===== src/rtl/register_file_if.sv =====
// Register file bus: two read ports, write port, reserve port, scoreboard.
// Master drives addresses/writes/reserves; slave returns data and status.
interface register_file_if #(
  parameter int N         = 32,
  parameter int REG_COUNT = 32,
  parameter int ADDR_W    = 5
);
  logic [ADDR_W-1:0]    rd_addr0;
  logic [N-1:0]         rd_data0;
  logic                 rd_ready0;
  logic [ADDR_W-1:0]    rd_addr1;
  logic [N-1:0]         rd_data1;
  logic                 rd_ready1;
  logic                 wr_ena;
  logic [ADDR_W-1:0]    wr_addr;
  logic [N-1:0]         wr_data;
  logic                 rsv_ena;
  logic [ADDR_W-1:0]    rsv_addr;
  logic [REG_COUNT-1:0] pending;
  logic                 rsv_conflict;

  modport master (
    output rd_addr0, rd_addr1,
    output wr_ena, wr_addr, wr_data,
    output rsv_ena, rsv_addr,
    input  rd_data0, rd_ready0,
    input  rd_data1, rd_ready1,
    input  pending, rsv_conflict
  );

  modport slave (
    input  rd_addr0, rd_addr1,
    input  wr_ena, wr_addr, wr_data,
    input  rsv_ena, rsv_addr,
    output rd_data0, rd_ready0,
    output rd_data1, rd_ready1,
    output pending, rsv_conflict
  );
endinterface


===== src/rtl/register_file.sv =====
// Integer register file with pending scoreboard; x0 reads as zero.
// Optional REGFILE_BYPASS_EN adds write-first forwarding on both read ports.
module register_file #(
  parameter int N         = 32,
  parameter int REG_COUNT = 32,
  parameter int ADDR_W    = 5
) (
  input logic             clk,
  input logic             rst,
  register_file_if.slave  bus
);

  logic [N-1:0]         r_regs [REG_COUNT];
  logic [REG_COUNT-1:0] r_pending;
  logic                 r_conflict;

  logic                 w_wr;
  logic                 w_rsv;
  logic                 w_conflict;
  logic [REG_COUNT-1:0] w_pending_nxt;

  assign w_wr  = bus.wr_ena  && (bus.wr_addr  != '0);
  assign w_rsv = bus.rsv_ena && (bus.rsv_addr != '0);

  // WAW: reserving a register whose producer is still outstanding,
  // unless this same edge's write retires that producer first.
  assign w_conflict = w_rsv && r_pending[bus.rsv_addr] &&
                      !(w_wr && (bus.wr_addr == bus.rsv_addr));

  // Next scoreboard: write clears, then reserve sets (new producer wins).
  always_comb begin
    w_pending_nxt = r_pending;
    if (w_wr)
      w_pending_nxt[bus.wr_addr] = 1'b0;
    if (w_rsv)
      w_pending_nxt[bus.rsv_addr] = 1'b1;
    w_pending_nxt[0] = 1'b0;
  end

  // Register storage, scoreboard and conflict pulse update.
  always_ff @(posedge clk) begin
    if (rst) begin
      for (int i = 0; i < REG_COUNT; i++)
        r_regs[i] <= '0;
      r_pending  <= '0;
      r_conflict <= 1'b0;
    end else begin
      if (w_wr)
        r_regs[bus.wr_addr] <= bus.wr_data;
      r_pending  <= w_pending_nxt;
      r_conflict <= w_conflict;
    end
  end

  // Read port 0: zero/ready for x0, else stored value and scoreboard.
  always_comb begin
    bus.rd_data0  = r_regs[bus.rd_addr0];
    bus.rd_ready0 = ~r_pending[bus.rd_addr0];
    if (bus.rd_addr0 == '0) begin
      bus.rd_data0  = '0;
      bus.rd_ready0 = 1'b1;
    end
`ifdef REGFILE_BYPASS_EN
    else if (w_wr && (bus.rd_addr0 == bus.wr_addr)) begin
      bus.rd_data0  = bus.wr_data;
      bus.rd_ready0 = 1'b1;
    end
`endif
  end

  // Read port 1: same rules as port 0.
  always_comb begin
    bus.rd_data1  = r_regs[bus.rd_addr1];
    bus.rd_ready1 = ~r_pending[bus.rd_addr1];
    if (bus.rd_addr1 == '0) begin
      bus.rd_data1  = '0;
      bus.rd_ready1 = 1'b1;
    end
`ifdef REGFILE_BYPASS_EN
    else if (w_wr && (bus.rd_addr1 == bus.wr_addr)) begin
      bus.rd_data1  = bus.wr_data;
      bus.rd_ready1 = 1'b1;
    end
`endif
  end

  assign bus.pending      = r_pending;
  assign bus.rsv_conflict = r_conflict;

endmodule


===== src/flat_wrapper.sv =====
// flat-port wrapper written by rule: the top's interface ports become plain ports
module register_file_flat 
#(
  parameter int N         = 32,
  parameter int REG_COUNT = 32,
  parameter int ADDR_W    = 5
)
  (clk, rst, bus_rd_addr0, bus_rd_addr1, bus_wr_ena, bus_wr_addr, bus_wr_data, bus_rsv_ena, bus_rsv_addr, bus_rd_data0, bus_rd_ready0, bus_rd_data1, bus_rd_ready1, bus_pending, bus_rsv_conflict);
  register_file_if #(.N(N), .REG_COUNT(REG_COUNT), .ADDR_W(ADDR_W)) bus_i ();
  input logic clk;
  input logic rst;
  input wire logic [$bits(bus_i.rd_addr0)-1:0] bus_rd_addr0;
  input wire logic [$bits(bus_i.rd_addr1)-1:0] bus_rd_addr1;
  input wire logic [$bits(bus_i.wr_ena)-1:0] bus_wr_ena;
  input wire logic [$bits(bus_i.wr_addr)-1:0] bus_wr_addr;
  input wire logic [$bits(bus_i.wr_data)-1:0] bus_wr_data;
  input wire logic [$bits(bus_i.rsv_ena)-1:0] bus_rsv_ena;
  input wire logic [$bits(bus_i.rsv_addr)-1:0] bus_rsv_addr;
  output wire logic [$bits(bus_i.rd_data0)-1:0] bus_rd_data0;
  output wire logic [$bits(bus_i.rd_ready0)-1:0] bus_rd_ready0;
  output wire logic [$bits(bus_i.rd_data1)-1:0] bus_rd_data1;
  output wire logic [$bits(bus_i.rd_ready1)-1:0] bus_rd_ready1;
  output wire logic [$bits(bus_i.pending)-1:0] bus_pending;
  output wire logic [$bits(bus_i.rsv_conflict)-1:0] bus_rsv_conflict;
  assign bus_i.rd_addr0 = bus_rd_addr0;
  assign bus_i.rd_addr1 = bus_rd_addr1;
  assign bus_i.wr_ena = bus_wr_ena;
  assign bus_i.wr_addr = bus_wr_addr;
  assign bus_i.wr_data = bus_wr_data;
  assign bus_i.rsv_ena = bus_rsv_ena;
  assign bus_i.rsv_addr = bus_rsv_addr;
  assign bus_rd_data0 = bus_i.rd_data0;
  assign bus_rd_ready0 = bus_i.rd_ready0;
  assign bus_rd_data1 = bus_i.rd_data1;
  assign bus_rd_ready1 = bus_i.rd_ready1;
  assign bus_pending = bus_i.pending;
  assign bus_rsv_conflict = bus_i.rsv_conflict;
  register_file #(.N(N), .REG_COUNT(REG_COUNT), .ADDR_W(ADDR_W)) u_core (.clk(clk), .rst(rst), .bus(bus_i));
endmodule

===== config.mk =====
export PLATFORM = sky130hd
export DESIGN_NAME = register_file_flat
export DESIGN_NICKNAME = d
export VERILOG_FILES = /design/src/rtl/register_file_if.sv /design/src/rtl/register_file.sv /design/src/flat_wrapper.sv
export SDC_FILE = /design/constraint.sdc
export NUM_CORES = 2
export LEC_CHECK = 0
export BUFFER_PORTS_ARGS = -buffer_cell sky130_fd_sc_hd__buf_2
export CAP_MARGIN = 20
export CELL_PAD_IN_SITES_DETAIL_PLACEMENT = 1
export CELL_PAD_IN_SITES_GLOBAL_PLACEMENT = 1
export CORE_AREA = 2 2 379 381
export DETAILED_ROUTE_END_ITERATION = 8
export DIE_AREA = 0 0 381 383
export GPL_ROUTABILITY_DRIVEN = 0
export PLACE_DENSITY = 0.67
export SYNTH_ARGS = -nofsm -noshare
export SYNTH_HDL_FRONTEND = slang
export SYNTH_SLANG_ARGS = --single-unit

===== constraint.sdc =====
create_clock -name clk -period 5.2 [get_ports clk]
set_input_delay 0 -clock clk [delete_from_list [all_inputs] [get_ports clk]]
set_output_delay 0 -clock clk [all_outputs]
set_load 0.05 [all_outputs]

==> out/results.md <==
| Step | Result | Value |
| --- | --- | --- |
| run status | Outcome | complete, no violations |
| setup path | Data required time at the worst endpoint | 5.20 ns |
| yosys | Post-synthesis area per instance | 15.0 µm² |
| clocking | H-tree levels | 3 |
| yosys | Dominant cell type by area after synthesis | sky130_fd_sc_hd__edfxtp_1 |
| drt | Number of iterations in the first detailed-routing pass | 5 |
| yosys | Count of flip-flops with a built-in enable after synthesis | 1024 |
| timing | Final Worst Setup Slack | 1.82 ns |
| yosys | Proportion of synthesized flip-flops having asynchronous set or reset | 0 |
| power and ir drop | Net switching share of the total power | 0.265 |
| clocking | Clock transition time at the flip-flop clock pins of the worst setup and hold paths | 0.06 ns |
| drt | Wire length per cell after detailed routing | 34.8 µm |
| drt | Detailed-route via count | 36300 |
| global route | Antenna violations before repair | 22 |
| finish | Final core utilization | 0.445 |
| setup path | Type of origin of the critical path | input pin |
| yosys | Cell count after synthesis | 3751 |
| setup path | Largest fanout on the critical path | 47 |
| power and ir drop | Largest voltage drop on the vdd net | 0.265 mV |
| power and ir drop | Proportion of power drawn by flip-flops and latches | 0.476 |
| clocking | CTS Root Cell | sky130_fd_sc_hd__clkbuf_16 |
| global route | Global-route total usage across every layer | 0.276 |
| drt | Drt total wl | 202000 µm |
| timing | Tcrit/Tclk final | 0.650 |
| place | Number of buffers added on ports | 153 |
| yosys | Synth top cells by count | sky130_fd_sc_hd__edfxtp_1, sky130_fd_sc_hd__and2_1, sky130_fd_sc_hd__mux4_2 |
| clocking | Clock tree from TritonCTS | yes |
| timing | Final total negative setup slack | 0 ns |
| yosys | Most frequently used flop master after synthesis | sky130_fd_sc_hd__edfxtp_1 |
| yosys | Post-synthesis compound-gate area fraction | 0.0443 |
| floorplanning | I/O Pins | 155 |
| floorplanning | Initial standard-cell utilization of the core | 0.396 |
| timing | Tmin final | 3.38 ns |
| floorplanning | Placeable core region | 0.142 mm² |
| power and ir drop | Static leakage | 21.7 nW |
| global route | Total global routing overflow | 0 |
| yosys | Combinational family with the most area after synthesis | multiplexers |
| yosys | Post-synthesis simple-gate area fraction | 0.131 |
| power and ir drop | Internal power | 0.0156 W |
| yosys | Cell types with the largest area share after synthesis | sky130_fd_sc_hd__edfxtp_1, sky130_fd_sc_hd__mux4_2, sky130_fd_sc_hd__and2_1 |
| finish | Syn-to-layout area delta | 12.4% |
| finish | Total Nets Final | 3860 |
| power and ir drop | Net switching power figure | 0.00560 W |
| power and ir drop | Post-layout power | 0.0211 W |
| timing | Max Slew Vio Count | 0 |
| drt | Number of antenna-violating nets in the routed design | 0 |
| timing | Endpoints failing setup | 0 |
| timing | Fmax | 296 MHz |
| yosys | Proportion of synthesized chip area in sequential cells | 0.557 |
| timing | Largest clock skew in the final design | 0.00406 ns |
| timing | RSZ-0062 raised after global routing | false |
| floorplanning | Die Y-Extent | 383 µm |
| global route | Vias in the first global route | 37200 |
| yosys | Most numerous cell in the Yosys netlist | sky130_fd_sc_hd__edfxtp_1 |
| timing | Max-Slew Margin vs Limit | 0.211 |
| setup path | Data arrival time of the critical path | 3.38 ns |
| power and ir drop | Comb power frac | 0.133 |
| power and ir drop | Clock group share of total power | 0.391 |
| floorplanning | X dimension of the die | 381 µm |
| floorplanning | Area enclosed by the die boundary | 0.146 mm² |
| setup path | Element type at the critical path end | primary output |
| place | Half-perimeter wire length of the detailed placement result | 124000 µm |
| drt | Routed vias/inst | 6.25 |
| finish | Fraction of final layout cells with drive strength greater than 1 | 0.282 |
| clocking | TritonCTS Sinks | 1056 |
| place | Place WS | 1.73 ns |
| global route | Global-route wire length before repair | 287000 µm |
| clocking | Clock latency on the worst-skew pair | 0.74 ns |
| clocking | Buffers from clock root to sink, at most | 3 |
| power and ir drop | Cell Pwr Density | 334 mW/mm² |
| min path | Worst hold-check path type | in -> reg |
| yosys | Ys Warns | 0 |
| yosys | Xor-xnor portion of the synthesized cell area | 0.000778 |
| floorplanning | Site Rows | 139 |
| global route | Maximum number of pins on one net before global-route repair | 78 |
| timing | Final Hold Fails | 0 |
| yosys | Post-synth top area share | 0.546 |
| timing | Transition at the pin with the smallest max-transition slack | 1.18 ns |
| drt | DRC violation count after routing | 0 |
| yosys | Adder-cell share of the synthesized area | 0 |
| yosys | Number of register bits inferred by synthesis | 1056 |
| drt | DRC marker count from the first detailed-route iteration | 4519 |
| setup path | Path type of the worst setup path | in -> out |
| yosys | Post-synthesis cell area | 0.0563 mm² |
| flow run | Max-capacitance violation count | 0 |
| yosys | Synth unique cells | 49 |
| yosys | Post-synthesis mux area share | 0.231 |
| clocking | Num CTS Buffers | 115 |
| clocking | Post CTS Setup Buffer Count | 0 |
[critical path, cell delays in order]
cell,delay [ns]
sky130_fd_sc_hd__buf_4,0.67
sky130_fd_sc_hd__and2_2,0.85
sky130_fd_sc_hd__buf_4,0.32
sky130_fd_sc_hd__nand2_1,0.06
sky130_fd_sc_hd__o2111ai_1,0.11
sky130_fd_sc_hd__a221oi_1,0.16
sky130_fd_sc_hd__nor3_1,0.75
sky130_fd_sc_hd__buf_2,0.40
[path summary, 6_finish.rpt]
check | from | end | slack, ns | depth (start not counted)
max | bus_rd_addr1[3] | bus_rd_data1[11] | 1.82 | 8
min | bus_wr_addr[4] | u_core.bus.pending[21] | 0.07 | 5
max reg2reg | u_core.bus.pending[27] | u_core.bus.rsv_conflict | 2.65 | 7
min reg2reg | u_core.bus.pending[5] | u_core.bus.pending[5] | 0.53 | 2
[stage by stage]
stage	area (µm²)	instances	hold WS, ns
2_1_floorplan	56400	3783	0.165
3_3_place_gp	58900	5531	0.337
3_5_place_dp	59000	5533	0.336
4_1_cts	63200	5800	0.00294
5_1_grt	63300	5805	0.0693
6_report	63300	5809	0.0679
[state kept, by name (all words and copies together), names as in the netlist]
| name | flops |
|---|---|
| u_core.bus.pending | 31 |
| u_core.r_regs | 1024 |
| u_core.bus.rsv_conflict | 1 |
[cells by family (layout without fill, tap and decap cells)]
group	Yosys count	in the layout
compound gates	342	342
xor+xnor	5	5
buf+inv	437	554
flops	1056	1056
mux	668	668
other cells	1	39
simple gates	1242	1242
[cell type report]
cell class	count	area [µm²]
repair buffers	312	2310
flip-flops and latches	1056	31400
clock buffers	147	3080
multi-input cells	2290	23400
well taps	1903	2380
clock inverters	66	626
inverters	29	109
fillers	14000	78900
diodes	6	15.0
[power groups by stage]
stage	Clock, W	Sequential [W]	Combinational [W]
3_3_place_gp	0	0.0102	0.00275
6_report	0.00827	0.0101	0.00282
5_1_grt	0.00867	0.0101	0.00291
3_5_place_dp	0	0.0102	0.00277
4_1_cts	0.00836	0.0101	0.00281
2_1_floorplan	0	0.0101	0.00182
[timing repair]
item | CTS | global route
resized for setup | 0 | 0
endpoints found under the setup margin | 0 | 0
hold buffers | 54 | 0
hold endpoints to repair | 1021 | 0
[per-layer routing]
layer / GRT usage / share of wire / vias to the layer above
li1: - / - / 14600
met1: 0.373 / 0.40 / 19500
met2: 0.442 / 0.47 / 1889
met3: 0.0584 / 0.090 / 340
met4: 0.0947 / 0.038 / 14
met5: 0 / 0.00054 / -
[cell usage in the layout (no fill, tap or decap), drive strengths merged, types with 33 or more instances in the layout]
cell type	netlist	routed
buf	161	257
a211o	33	33
nand2	108	108
clkbuf	247	147
nor3	35	35
mux2	100	100
mux2i	71	71
nor2	52	52
edfxtp	1024	1024
conb	1	33
dlygate4sd3	0	54
clkinv	0	48
a31oi	34	34
and2	996	996
mux4	497	497
a221oi	35	35
a22oi	70	70
o22ai	68	68
No activity file was read; power rests on OpenSTA's default activity.
